<file path="src/rtl/change_dispenser_pkg.sv">
// Shared constants for the change dispenser: state encoding, denominations,
// one-hot select codes and fault codes.
package change_dispenser_pkg;

  typedef enum logic [4:0] {
    ST_IDLE   = 5'b00001,
    ST_SELECT = 5'b00010,
    ST_REQ    = 5'b00100,
    ST_DONE   = 5'b01000,
    ST_FAULT  = 5'b10000
  } state_t;

  localparam int unsigned NUM_DEN = 5;

  localparam logic [7:0] DEN_50 = 8'd50;
  localparam logic [7:0] DEN_20 = 8'd20;
  localparam logic [7:0] DEN_10 = 8'd10;
  localparam logic [7:0] DEN_5  = 8'd5;
  localparam logic [7:0] DEN_1  = 8'd1;

  localparam logic [4:0] SEL_50 = 5'b10000;
  localparam logic [4:0] SEL_20 = 5'b01000;
  localparam logic [4:0] SEL_10 = 5'b00100;
  localparam logic [4:0] SEL_5  = 5'b00010;
  localparam logic [4:0] SEL_1  = 5'b00001;

  localparam logic [1:0] FC_NONE      = 2'b00;
  localparam logic [1:0] FC_SHORTFALL = 2'b01;
  localparam logic [1:0] FC_TIMEOUT   = 2'b10;

  function automatic logic [7:0] sel_value(input logic [4:0] sel);
    case (sel)
      SEL_50:  return DEN_50;
      SEL_20:  return DEN_20;
      SEL_10:  return DEN_10;
      SEL_5:   return DEN_5;
      SEL_1:   return DEN_1;
      default: return '0;
    endcase
  endfunction

endpackage

</file>
<file path="src/rtl/coin_stock_bank.sv">
// Per-denomination stock counters: bulk reload plus one decrement port
// addressed by the one-hot dispense select (bit 4 = 50 ... bit 0 = 1).
module coin_stock_bank
  import change_dispenser_pkg::*;
#(
  parameter logic [7:0] STOCK_INIT = 8'd20
) (
  input  logic       sys_clk,
  input  logic       sys_rst,
  input  logic       reload,
  input  logic       dec,
  input  logic [4:0] dec_sel,
  output logic [7:0] stock_50,
  output logic [7:0] stock_20,
  output logic [7:0] stock_10,
  output logic [7:0] stock_5,
  output logic [7:0] stock_1,
  output logic [4:0] nonzero
);

  for (genvar g = 0; g < NUM_DEN; g++) begin : g_cnt
    logic [7:0] cnt;

    always_ff @(posedge sys_clk) begin
      if (sys_rst || reload) begin
        cnt <= STOCK_INIT;
      end else if (dec && dec_sel[g] && (cnt != '0)) begin
        cnt <= cnt - 8'd1;
      end
    end

    assign nonzero[g] = (cnt != '0);
  end

  assign stock_1  = g_cnt[0].cnt;
  assign stock_5  = g_cnt[1].cnt;
  assign stock_10 = g_cnt[2].cnt;
  assign stock_20 = g_cnt[3].cnt;
  assign stock_50 = g_cnt[4].cnt;

endmodule

</file>
<file path="src/rtl/change_dispenser.sv">
// Pays out a change amount greedily as 50/20/10/5/1 units, one req/ack
// handshake per unit, with shortfall and mechanism-timeout faults.
module change_dispenser
  import change_dispenser_pkg::*;
#(
  parameter logic [7:0]  STOCK_INIT  = 8'd20,
  parameter int unsigned ACK_TIMEOUT = 1000,
  parameter int unsigned TO_W        = 10
) (
  input  logic       sys_clk,
  input  logic       sys_rst,
  input  logic       start,
  input  logic [7:0] change_amount,
  input  logic       restock,
  input  logic       clear,
  input  logic       disp_ack,
  output logic       disp_req,
  output logic [4:0] disp_sel,
  output logic       busy,
  output logic       done,
  output logic       fault,
  output logic [1:0] fault_code,
  output logic [7:0] remaining,
  output logic [7:0] stock_50,
  output logic [7:0] stock_20,
  output logic [7:0] stock_10,
  output logic [7:0] stock_5,
  output logic [7:0] stock_1
);

  localparam logic [TO_W-1:0] TO_LAST = TO_W'(ACK_TIMEOUT - 1);

  state_t          state, state_nx;
  logic [TO_W-1:0] to_cnt;
  logic [4:0]      nonzero, avail, pick;
  logic            ack_take, timed_out, reload;

  assign ack_take  = (state == ST_REQ) && disp_ack;
  assign timed_out = (state == ST_REQ) && !disp_ack && (to_cnt == TO_LAST);
  assign reload    = (state == ST_IDLE) && restock;

  coin_stock_bank #(.STOCK_INIT(STOCK_INIT)) u_bank (
    .sys_clk  (sys_clk),
    .sys_rst  (sys_rst),
    .reload   (reload),
    .dec      (ack_take),
    .dec_sel  (disp_sel),
    .stock_50 (stock_50),
    .stock_20 (stock_20),
    .stock_10 (stock_10),
    .stock_5  (stock_5),
    .stock_1  (stock_1),
    .nonzero  (nonzero)
  );

  // Candidates: in stock and not larger than what is still owed.
  assign avail = nonzero & {remaining >= DEN_50, remaining >= DEN_20,
                            remaining >= DEN_10, remaining >= DEN_5,
                            remaining >= DEN_1};

  always_comb begin
    pick     = '0;
    state_nx = state;
    if      (avail[4]) pick = SEL_50;
    else if (avail[3]) pick = SEL_20;
    else if (avail[2]) pick = SEL_10;
    else if (avail[1]) pick = SEL_5;
    else if (avail[0]) pick = SEL_1;

    case (state)
      ST_IDLE:   if (start) state_nx = (change_amount == '0) ? ST_DONE : ST_SELECT;
      ST_SELECT: begin
        if (remaining == '0)  state_nx = ST_DONE;
        else if (pick != '0)  state_nx = ST_REQ;
        else                  state_nx = ST_FAULT;
      end
      ST_REQ: begin
        if (disp_ack)       state_nx = ST_SELECT;
        else if (timed_out) state_nx = ST_FAULT;
      end
      ST_DONE:   state_nx = ST_IDLE;
      ST_FAULT:  if (clear) state_nx = ST_IDLE;
      default:   state_nx = ST_IDLE;
    endcase
  end

  always_ff @(posedge sys_clk) begin
    if (sys_rst) begin
      state      <= ST_IDLE;
      remaining  <= '0;
      disp_sel   <= '0;
      fault_code <= FC_NONE;
      to_cnt     <= '0;
    end else begin
      state <= state_nx;
      case (state)
        ST_IDLE: if (start) remaining <= change_amount;
        ST_SELECT: begin
          disp_sel <= pick;
          to_cnt   <= '0;
          if ((remaining != '0) && (pick == '0)) fault_code <= FC_SHORTFALL;
        end
        ST_REQ: begin
          if (disp_ack)       remaining  <= remaining - sel_value(disp_sel);
          else if (timed_out) fault_code <= FC_TIMEOUT;
          else                to_cnt     <= to_cnt + TO_W'(1);
        end
        ST_FAULT: if (clear) fault_code <= FC_NONE;
        default: ;
      endcase
    end
  end

  assign disp_req = (state == ST_REQ);
  assign busy     = (state != ST_IDLE);
  assign done     = (state == ST_DONE);
  assign fault    = (state == ST_FAULT);

endmodule

</file>
<file path="config.mk">
export PLATFORM = sky130hd
export DESIGN_NAME = change_dispenser
export DESIGN_NICKNAME = d
export VERILOG_FILES = /design/src/rtl/change_dispenser_pkg.sv /design/src/rtl/coin_stock_bank.sv /design/src/rtl/change_dispenser.sv
export SDC_FILE = /design/constraint.sdc
export NUM_CORES = 1
export LEC_CHECK = 0
export ABC_CLOCK_PERIOD_IN_PS = 2400
export CORE_MARGIN = 2
export CORE_UTILIZATION = 48
export DETAILED_ROUTE_END_ITERATION = 16
export PLACE_DENSITY = 0.84
export SLEW_MARGIN = 20
export SYNTH_ARGS = -nofsm -noshare
export SYNTH_HDL_FRONTEND = slang
export SYNTH_HIERARCHICAL = 1
export SYNTH_SLANG_ARGS = --single-unit
</file>
<file path="constraint.sdc">
create_clock -name sys_clk -period 2.4 [get_ports sys_clk]
set_input_delay 0.48 -clock sys_clk [delete_from_list [all_inputs] [get_ports sys_clk]]
set_output_delay 0.48 -clock sys_clk [all_outputs]
set_load 0.005 [all_outputs]
</file>
==> flow_summary.html, run 1 <==
<table>
<tr><th>Metric</th><th>Value</th></tr>
<tr><th colspan="2">Place</th></tr>
<tr><td>HPWL after detailed placement</td><td>between 8000 and 9000 µm</td></tr>
<tr><td>Weighted congestion at the end of routability-driven global placement</td><td>0.917</td></tr>
<tr><td>Buffers added on ports</td><td>between 70 and 80</td></tr>
<tr><td>Placed cells</td><td>710</td></tr>
<tr><th colspan="2">Power and ir drop</th></tr>
<tr><td>Power per cell area</td><td>590 nW/µm²</td></tr>
<tr><td>Static power due to leakage</td><td>2.03 nW</td></tr>
<tr><td>Worst IR drop on VDD</td><td>between 0.0004 and 0.0005 V</td></tr>
<tr><th colspan="2">Critical path</th></tr>
<tr><td>Start-to-end type of the worst setup path</td><td>flip-flop to flip-flop</td></tr>
<tr><td>Largest stage delay on the critical path</td><td>between 0.4 and 0.5 ns</td></tr>
<tr><td>Worst setup slack for register-to-register paths</td><td>-0.08 ns</td></tr>
<tr><td>Data required, critical path</td><td>about 2.7 ns</td></tr>
<tr><td>Kind of capture point of the worst setup path</td><td>flip-flop</td></tr>
<tr><td>Critical path cell sequence</td><td>xnor2_2 -&gt; or4_4 -&gt; ha_4 -&gt; nor2b_2 -&gt; o31a_1 -&gt; o21a_1 -&gt; or4_1 -&gt; o2111ai_1</td></tr>
<tr><td>Highest net fanout along the worst path</td><td>5</td></tr>
<tr><td>Worst endpoint data arrival time</td><td>2.75 ns</td></tr>
<tr><td>Slowest-stage cell, CP</td><td>sky130_fd_sc_hd__or4_4</td></tr>
<tr><td>Critical Path Source Type</td><td>flip-flop</td></tr>
<tr><th colspan="2">Logic synthesis</th></tr>
<tr><td>Post-synthesis sequential element count</td><td>70</td></tr>
<tr><td>Cell count after synthesis</td><td>~510</td></tr>
<tr><td>Count of cell types in the netlist</td><td>61</td></tr>
<tr><td>Ys async rst share</td><td>0</td></tr>
<tr><td>Most used DFF post-synth</td><td>sky130_fd_sc_hd__dfxtp_1</td></tr>
<tr><td>Synthesized area</td><td>4220 µm²</td></tr>
<tr><td>Syn. warnings</td><td>6</td></tr>
<tr><td>Xor/xnor share of the synthesized area</td><td>0.0208</td></tr>
<tr><td>Post-Synth Simple-Gate Area</td><td>0.320</td></tr>
<tr><td>Mux cell area share after synthesis</td><td>0.0673</td></tr>
<tr><td>Net count of the mapped netlist</td><td>between 500 and 600</td></tr>
<tr><td>Mean instance size in the synthesized netlist</td><td>8.32 µm²</td></tr>
<tr><td>Seq/Total Area, Yosys</td><td>0.332</td></tr>
<tr><td>Main combinational cell family by area after synthesis</td><td>simple AND/OR/NAND/NOR gates</td></tr>
<tr><td>Adder-cell area share of the yosys netlist</td><td>0.0522</td></tr>
<tr><td>Synth Area in Compound Gates</td><td>0.169</td></tr>
<tr><td>Number of enable-type register cells in the synthesized netlist</td><td>0</td></tr>
<tr><th colspan="2">Layout</th></tr>
<tr><td>Signed area change from the synthesized netlist to the final layout</td><td>34.0%</td></tr>
<tr><td>Reg area</td><td>1410 µm²</td></tr>
<tr><td>Post-Route Utilization</td><td>0.654</td></tr>
<tr><td>Share of cells above drive strength 1</td><td>0.169</td></tr>
<tr><td>Leading cell types in the layout, fill and taps excluded</td><td>sky130_fd_sc_hd__clkdlybuf4s50_1, sky130_fd_sc_hd__dfxtp_1, sky130_fd_sc_hd__nor2_1</td></tr>
<tr><td>Most common cell after layout, fill and taps aside</td><td>sky130_fd_sc_hd__clkdlybuf4s50_1</td></tr>
<tr><td>Count of fill cells added during filler insertion</td><td>726</td></tr>
<tr><td>Number of nets in the layout</td><td>650</td></tr>
<tr><td>Diode insertion count for antenna repair</td><td>0</td></tr>
<tr><td>Non-filler instance count after layout</td><td>between 700 and 800</td></tr>
<tr><td>Multi-input gate area in the final layout</td><td>2780 µm²</td></tr>
<tr><th colspan="2">STA</th></tr>
<tr><td>Final setup margin</td><td>-0.0848 ns</td></tr>
<tr><td>Layout Skew</td><td>0.00867 ns</td></tr>
<tr><td>Total of endpoints with negative setup slack in the final report</td><td>1</td></tr>
<tr><td>Unrepaired setup endpoints after global routing</td><td>yes</td></tr>
<tr><td>Final Critical Period</td><td>2.48 ns</td></tr>
<tr><td>Final Hold Viols</td><td>0</td></tr>
<tr><td>Final Cycle Share</td><td>1.04</td></tr>
<tr><td>Worst slew pin tran</td><td>0.675 ns</td></tr>
<tr><td>Max-slew violations</td><td>0</td></tr>
<tr><td>Maximum achievable frequency</td><td>402 MHz</td></tr>
<tr><td>Relative slew margins</td><td>0.549</td></tr>
<tr><th colspan="2">Detailed routing</th></tr>
<tr><td>Detailed-route wire length on metal 1</td><td>5220 µm</td></tr>
<tr><td>DR iter-0 viols</td><td>about 270</td></tr>
<tr><td>Routed via count</td><td>4381</td></tr>
<tr><td>DRT Wirelength</td><td>11700 µm</td></tr>
<tr><td>Final ANT Viol Nets</td><td>0</td></tr>
<tr><td>Drt drc</td><td>0</td></tr>
<tr><td>Mean routed wirelength per cell</td><td>between 15 and 20 µm</td></tr>
<tr><td>Drt first pass iters</td><td>5</td></tr>
<tr><td>Top routing layer in use</td><td>met4</td></tr>
<tr><td>Routed wl met3</td><td>739 µm</td></tr>
<tr><td>Met2 Wirelength</td><td>5560 µm</td></tr>
<tr><td>Via density per instance</td><td>around 6</td></tr>
<tr><th colspan="2">Global route</th></tr>
<tr><td>Initial antenna violation count</td><td>0</td></tr>
<tr><td>Vias in the first global route</td><td>4183</td></tr>
<tr><td>First-pass GRT wire length</td><td>19100 µm</td></tr>
<tr><td>Tot GR Track Use</td><td>0.237</td></tr>
<tr><td>Total congestion overflow after global routing</td><td>0</td></tr>
<tr><td>Pin count of the biggest net entering global routing</td><td>25</td></tr>
<tr><th colspan="2">Hold path</th></tr>
<tr><td>Hold Crit Class</td><td>flip-flop to flip-flop</td></tr>
<tr><th colspan="2">Clock network</th></tr>
<tr><td>Number of clock sinks seen by CTS</td><td>70</td></tr>
<tr><td>TritonCTS clock tree</td><td>built</td></tr>
<tr><td>Hold Buf Count CTS</td><td>0</td></tr>
<tr><td>Count of H-tree levels built during CTS</td><td>3</td></tr>
<tr><td>Number of buffers created by CTS</td><td>9</td></tr>
<tr><td>Clock latency reported for the late side of the worst-skew pair</td><td>around 0.35 ns</td></tr>
<tr><td>Root Driver</td><td>sky130_fd_sc_hd__clkbuf_8</td></tr>
<tr><td>Maximum number of buffers from clock root to sink</td><td>2</td></tr>
<tr><td>Worst-path clk slew</td><td>0.08 ns</td></tr>
<tr><th colspan="2">Die</th></tr>
<tr><td>Initial Utilization</td><td>0.488</td></tr>
<tr><td>Row count</td><td>34</td></tr>
<tr><td>X dimension of the die</td><td>97.7 µm</td></tr>
<tr><td>Number of top-level design ports</td><td>73</td></tr>
<tr><td>Area enclosed by the die boundary</td><td>9550 µm²</td></tr>
<tr><td>Area of the placeable core</td><td>roughly 8600 µm²</td></tr>
<tr><td>Die Y</td><td>97.7 µm</td></tr>
<tr><th colspan="2">Status</th></tr>
<tr><td>Violations in the final reports</td><td>setup timing</td></tr>
<tr><td>Result of the run</td><td>finished with violations</td></tr>
<tr><th colspan="2">Flow run</th></tr>
<tr><td>Max_cap viols</td><td>0</td></tr>
</table>
## final cells by class
type	instances	share of cell area
Clock buffer	11	0.0250
Timing Repair Buffer	115	0.188
Tap cell	108	0.0239
Inverter	19	0.0126
Clock inverter	4	0.00841
Multi-Input combinational cell	404	0.491
Sequential cell	70	0.250
## path summary, 6_finish.rpt
path	to	depth (start not counted)	start
setup reg to reg	remaining[6]	8	disp_sel[1]
hold reg to reg	u_bank/stock_10[7]	2	u_bank/stock_10[7]
setup / recovery	remaining[6]	8	disp_sel[1]
hold / removal	u_bank/stock_10[7]	2	u_bank/stock_10[7]
## through the flow
stage               hold WS [ns]  cell area (µm²)  setup WS [ns]  TNS (ns)  power, mW
floorplan                  0.459             4230       -0.00254  -0.00254       1.91
global placement           0.469             5290        -0.0123   -0.0123       2.22
detailed placement         0.484             5290        -0.0636    -0.200       2.23
CTS                        0.493             5520       -0.00554  -0.00554       3.20
global route               0.516             5650         -0.154    -0.252       3.48
finish                     0.487             5650        -0.0848   -0.0848       3.33
## timing repair
action / 4_1_cts / 5_1_grt
endpoints found under the setup margin: 4 / 10
buffers inserted: 0 / 6
pin swaps: 3 / 13
resized for setup: 9 / 19
## kinds of logic after synthesis
family | after synthesis
compound gates | 111
fa+ha+maj | 17
simple gates | 238
mux | 28
xor+xnor | 10
flops | 70
buf+inv | 33
## per-layer routing
layer | up-vias | global-route usage
met3 | 27 | 0.0387
met2 | 166 | 0.405
li1 | 2123 | -
met4 | 0 | 0.0791
met1 | 2065 | 0.306
met5 | - | 0
## Yosys cell counts, drive strengths merged, types with 13 or more instances
cell     n  share of area
dfxtp   70           0.33
nor2    46          0.041
nand2   44          0.039
a21oi   33          0.039
mux2i   25          0.059
a211oi  22          0.039
o21ai   22          0.026
or3     21          0.033
inv     19          0.017
nand3   17          0.020
ha      16          0.047
nor4    16          0.024
or4     16          0.031
and2    13          0.020
nor3    13          0.015
## worst max-delay path: cells and delay by family (launching register included)
family,cells,cell delay (ns)
XOR/XNOR,1,0.13
AO/OA/AOI/OAI,3,0.60
flip-flops,1,0.38
adder cells (fa/ha/maj),1,0.27
AND/OR/NAND/NOR,3,1.01
## report_power, final
part | internal, mW | switching, mW | leakage (nW)
clock network | 0.500 | 0.450 | 0.0952
registers | 1.21 | 0.0991 | 0.570
logic | 0.547 | 0.526 | 1.37
total | 2.26 | 1.08 | 2.03
## registers in the layout, indices dropped and copies added, names as in the netlist
signal / count
u_bank/stock_10: 8
u_bank/stock_50: 8
to_cnt: 10
disp_sel: 5
fault_code: 2
u_bank/stock_20: 8
u_bank/stock_1: 8
state: 5
u_bank/stock_5: 8
remaining: 8
No activity file was read; power rests on OpenSTA's default activity.
==> inputs of run 2 (changes only) <==
--- a/config.mk
+++ b/config.mk
@@ -9,7 +9,7 @@
 export CORE_MARGIN = 2
 export CORE_UTILIZATION = 48
 export DETAILED_ROUTE_END_ITERATION = 16
-export PLACE_DENSITY = 0.84
+export PLACE_DENSITY_LB_ADDON = 0.12
 export SLEW_MARGIN = 20
 export SYNTH_ARGS = -nofsm -noshare
 export SYNTH_HDL_FRONTEND = slang
==> run 2 against run 1 <==
- the run still ends with setup timing left
- first-iteration DRC count down 13%
- count of clock-buffer cells in the layout down 1
- core utilization up 0.78 points
- combinational power barely moved
- flip-flop and latch count unchanged
- critical path depth is 2 higher
==> flow_summary.html, run 2 (synthesis results as in run 1) <==
<table>
<tr><th>Metric</th><th>Value</th></tr>
<tr><th colspan="2">Detailed routing</th></tr>
<tr><td>Final ANT Viol Nets</td><td>0 (unchanged)</td></tr>
<tr><td>Mean routed wirelength per cell</td><td>15.8 µm (was 16.1 µm)</td></tr>
<tr><td>Drt first pass iters</td><td>4 (was 5)</td></tr>
<tr><td>Drt drc</td><td>0 (unchanged)</td></tr>
<tr><td>Via density per instance</td><td>5.90 (was 5.99)</td></tr>
<tr><td>Routed via count</td><td>4378 (was 4381)</td></tr>
<tr><td>DRT Wirelength</td><td>11700 µm (about the same)</td></tr>
<tr><td>DR iter-0 viols</td><td>238 (was 274)</td></tr>
<tr><th colspan="2">Critical path</th></tr>
<tr><td>Critical Path Source Type</td><td>flip-flop (unchanged)</td></tr>
<tr><td>Kind of capture point of the worst setup path</td><td>flip-flop (unchanged)</td></tr>
<tr><td>Data required, critical path</td><td>2.68 ns (was 2.67 ns)</td></tr>
<tr><td>Start-to-end type of the worst setup path</td><td>flip-flop to flip-flop (unchanged)</td></tr>
<tr><td>Largest stage delay on the critical path</td><td>0.48 ns (was 0.44 ns)</td></tr>
<tr><td>Cell family contributing the most delay on the critical path</td><td>simple AND/OR/NAND/NOR gates (unchanged)</td></tr>
<tr><td>Worst path buffer plus inverter count</td><td>1 (was 0)</td></tr>
<tr><td>Worst setup slack for register-to-register paths</td><td>-0.14 ns (was -0.08 ns)</td></tr>
<tr><td>Critical path cell sequence</td><td>buf_4 -&gt; xnor2_2 -&gt; nor4_2 -&gt; ha_2 -&gt; fa_2 -&gt; nor2b_2 -&gt; o31a_1 -&gt; o21a_1 -&gt; or4_4 -&gt; o2111ai_2 (was xnor2_2 -&gt; or4_4 -&gt; ha_4 -&gt; nor2b_2 -&gt; o31a_1 -&gt; o21a_1 -&gt; or4_1 -&gt; o2111ai_1)</td></tr>
<tr><td>Worst endpoint data arrival time</td><td>2.82 ns (was 2.75 ns)</td></tr>
<tr><td>Highest net fanout along the worst path</td><td>8 (was 5)</td></tr>
<tr><td>Slowest-stage cell, CP</td><td>sky130_fd_sc_hd__or4_4 (unchanged)</td></tr>
<tr><th colspan="2">Power and ir drop</th></tr>
<tr><td>Power per cell area</td><td>586 nW/µm² (was 590 nW/µm²)</td></tr>
<tr><td>Static power due to leakage</td><td>2.07 nW (was 2.03 nW)</td></tr>
<tr><td>Sw frac</td><td>0.330 (was 0.323)</td></tr>
<tr><td>Switching power summed over all nets</td><td>1.11 mW (was 1.08 mW)</td></tr>
<tr><td>Part of the total power dissipated in sequential elements</td><td>0.388 (was 0.393)</td></tr>
<tr><td>Cell-internal power</td><td>2.24 mW (was 2.26 mW)</td></tr>
<tr><td>Clock power frac</td><td>0.295 (was 0.285)</td></tr>
<tr><td>Worst IR drop on VDD</td><td>0.000388 V (was 0.000431 V)</td></tr>
<tr><td>Combinational share of power</td><td>0.316 (was 0.322)</td></tr>
<tr><td>Design Power</td><td>3.35 mW (was 3.33 mW)</td></tr>
<tr><th colspan="2">STA</th></tr>
<tr><td>Maximum achievable frequency</td><td>393 MHz (was 402 MHz)</td></tr>
<tr><td>Worst slew pin tran</td><td>0.708 ns (was 0.675 ns)</td></tr>
<tr><td>Max-slew violations</td><td>0 (unchanged)</td></tr>
<tr><td>Total of endpoints with negative setup slack in the final report</td><td>2 (was 1)</td></tr>
<tr><td>Final Critical Period</td><td>2.54 ns (was 2.48 ns)</td></tr>
<tr><td>Layout Skew</td><td>0.00862 ns (was 0.00867 ns)</td></tr>
<tr><td>Setup Total Neg Slack</td><td>-0.225 ns (was -0.0848 ns)</td></tr>
<tr><td>Unrepaired setup endpoints after global routing</td><td>yes (unchanged)</td></tr>
<tr><td>Final Cycle Share</td><td>1.06 (was 1.04)</td></tr>
<tr><td>Relative slew margins</td><td>0.527 (was 0.549)</td></tr>
<tr><td>Final setup margin</td><td>-0.145 ns (was -0.0848 ns)</td></tr>
<tr><td>Final Hold Viols</td><td>0 (unchanged)</td></tr>
<tr><th colspan="2">Clock network</th></tr>
<tr><td>Hold Buf Count CTS</td><td>0 (unchanged)</td></tr>
<tr><td>Count of H-tree levels built during CTS</td><td>3 (unchanged)</td></tr>
<tr><td>Number of buffers created by CTS</td><td>9 (unchanged)</td></tr>
<tr><td>Root Driver</td><td>sky130_fd_sc_hd__clkbuf_8 (unchanged)</td></tr>
<tr><td>Maximum number of buffers from clock root to sink</td><td>2 (unchanged)</td></tr>
<tr><td>Worst-path clk slew</td><td>0.08 ns (about the same)</td></tr>
<tr><td>TritonCTS clock tree</td><td>built (unchanged)</td></tr>
<tr><td>Clock latency reported for the late side of the worst-skew pair</td><td>0.35 ns (about the same)</td></tr>
<tr><td>Number of clock sinks seen by CTS</td><td>70 (unchanged)</td></tr>
<tr><th colspan="2">Layout</th></tr>
<tr><td>Leading cell types in the layout, fill and taps excluded</td><td>sky130_fd_sc_hd__clkdlybuf4s50_1, sky130_fd_sc_hd__dfxtp_1, sky130_fd_sc_hd__buf_4 (was sky130_fd_sc_hd__clkdlybuf4s50_1, sky130_fd_sc_hd__dfxtp_1, sky130_fd_sc_hd__nor2_1)</td></tr>
<tr><td>Share of cells above drive strength 1</td><td>0.185 (was 0.169)</td></tr>
<tr><td>Diode insertion count for antenna repair</td><td>0 (unchanged)</td></tr>
<tr><td>Flip-flop count of the largest register after layout</td><td>10 (unchanged)</td></tr>
<tr><td>Number of nets in the layout</td><td>660 (was 650)</td></tr>
<tr><td>Most common cell after layout, fill and taps aside</td><td>sky130_fd_sc_hd__clkdlybuf4s50_1 (unchanged)</td></tr>
<tr><td>Final cell area excluding filler cells</td><td>5720 µm² (was 5650 µm²)</td></tr>
<tr><td>Signed area change from the synthesized netlist to the final layout</td><td>35.6% (was 34.0%)</td></tr>
<tr><td>Largest register by flop count</td><td>to_cnt (unchanged)</td></tr>
<tr><th colspan="2">Die</th></tr>
<tr><td>Area enclosed by the die boundary</td><td>9550 µm² (unchanged)</td></tr>
<tr><td>Number of top-level design ports</td><td>73 (unchanged)</td></tr>
<tr><td>Row count</td><td>34 (unchanged)</td></tr>
<tr><td>Area of the placeable core</td><td>8640 µm² (unchanged)</td></tr>
<tr><td>Die Y</td><td>97.7 µm (unchanged)</td></tr>
<tr><td>X dimension of the die</td><td>97.7 µm (unchanged)</td></tr>
<tr><td>Initial Utilization</td><td>0.488 (unchanged)</td></tr>
<tr><th colspan="2">Place</th></tr>
<tr><td>Pre-CTS setup slack</td><td>-0.125 ns (was -0.0636 ns)</td></tr>
<tr><td>Buffers added on ports</td><td>72 (unchanged)</td></tr>
<tr><td>Weighted congestion at the end of routability-driven global placement</td><td>0.908 (was 0.917)</td></tr>
<tr><td>Area after DPL</td><td>5380 µm² (was 5290 µm²)</td></tr>
<tr><td>HPWL after detailed placement</td><td>8490 µm (was 8510 µm)</td></tr>
<tr><th colspan="2">Hold path</th></tr>
<tr><td>Hold Crit Class</td><td>flip-flop to flip-flop (unchanged)</td></tr>
<tr><th colspan="2">Global route</th></tr>
<tr><td>Total congestion overflow after global routing</td><td>0 (unchanged)</td></tr>
<tr><td>First-pass GRT wire length</td><td>19200 µm (was 19100 µm)</td></tr>
<tr><td>Pin count of the biggest net entering global routing</td><td>22 (was 25)</td></tr>
<tr><td>Vias in the first global route</td><td>4009 (was 4183)</td></tr>
<tr><td>Initial antenna violation count</td><td>0 (unchanged)</td></tr>
<tr><td>Tot GR Track Use</td><td>0.242 (was 0.237)</td></tr>
<tr><th colspan="2">Flow run</th></tr>
<tr><td>Max_cap viols</td><td>0 (unchanged)</td></tr>
<tr><th colspan="2">Status</th></tr>
<tr><td>Result of the run</td><td>finished with violations (unchanged)</td></tr>
<tr><td>Violations in the final reports</td><td>setup timing (unchanged)</td></tr>
</table>
[run 2: changes by cell type in the layout (fill, tap and decap cells not counted), sizes merged]
cell	change
clkinv	+2
buf	+10
dlymetal6s2s	-2
clkbuf	-1
dlygate4sd2	+2
[run 2: per-layer routing]
layer,part of all wire,vias to the layer above,track usage
li1,-,2136,-
met1,0.47,2080,0.332
met2,0.46,143,0.389
met3,0.050,19,0.0322
met4,0.017,0,0.0951
met5,0,-,0
[run 2: path summary, 6_finish.rpt]
path | start | end | depth (start not counted)
worst max-delay path | disp_sel[1] | remaining[6] | 10
worst min-delay path | fault_code[0] | fault_code[0] | 2
worst max register to register | disp_sel[1] | remaining[6] | 10
worst min register to register | fault_code[0] | fault_code[0] | 2
[run 2: cell type report]
| class | instances | area (µm²) |
|---|---|---|
| multi-input combinational | 404 | 2780 |
| timing repair buffer | 125 | 1120 |
| clock inverter | 6 | 61.3 |
| clock buffer | 10 | 138 |
| fill | 753 | 2920 |
| sequential | 70 | 1410 |
| tap | 108 | 135 |
| inverter | 19 | 71.3 |
[run 2: worst reg2reg max path: cells and delay by family, from the launching register on]
kind,cells,cell delay (ns)
AO/OA/AOI/OAI,3,0.52
XOR/XNOR,1,0.13
adder cells (fa/ha/maj),2,0.51
AND/OR/NAND/NOR,3,0.76
flip-flops,1,0.38
buffers and inverters,1,0.17
[run 2: timing repair]
action,4_1_cts,5_1_grt
setup endpoints to repair,4,7
buffers inserted,1,1
gates resized for setup,10,18
pin swaps,4,10
[run 2: per-stage QoR]
| step | util | cells | hold WS [ns] |
|---|---|---|---|
| detailed placement | 0.623 | 724 | 0.471 |
| floorplan | - | 507 | 0.459 |
| finish | 0.662 | 742 | 0.489 |
| global placement | 0.623 | 724 | 0.467 |
| global route | 0.662 | 742 | 0.498 |
| CTS | 0.651 | 741 | 0.488 |
[run 2: power groups by stage]
| stage | Clock (mW) | Combinational [mW] | Sequential (mW) |
|---|---|---|---|
| CTS | 1.00 | 0.995 | 1.29 |
| floorplan | 0 | 0.601 | 1.31 |
| finish | 0.990 | 1.06 | 1.30 |
| detailed placement | 0 | 0.973 | 1.32 |
| global route | 1.04 | 1.18 | 1.31 |
| global placement | 0 | 0.954 | 1.32 |
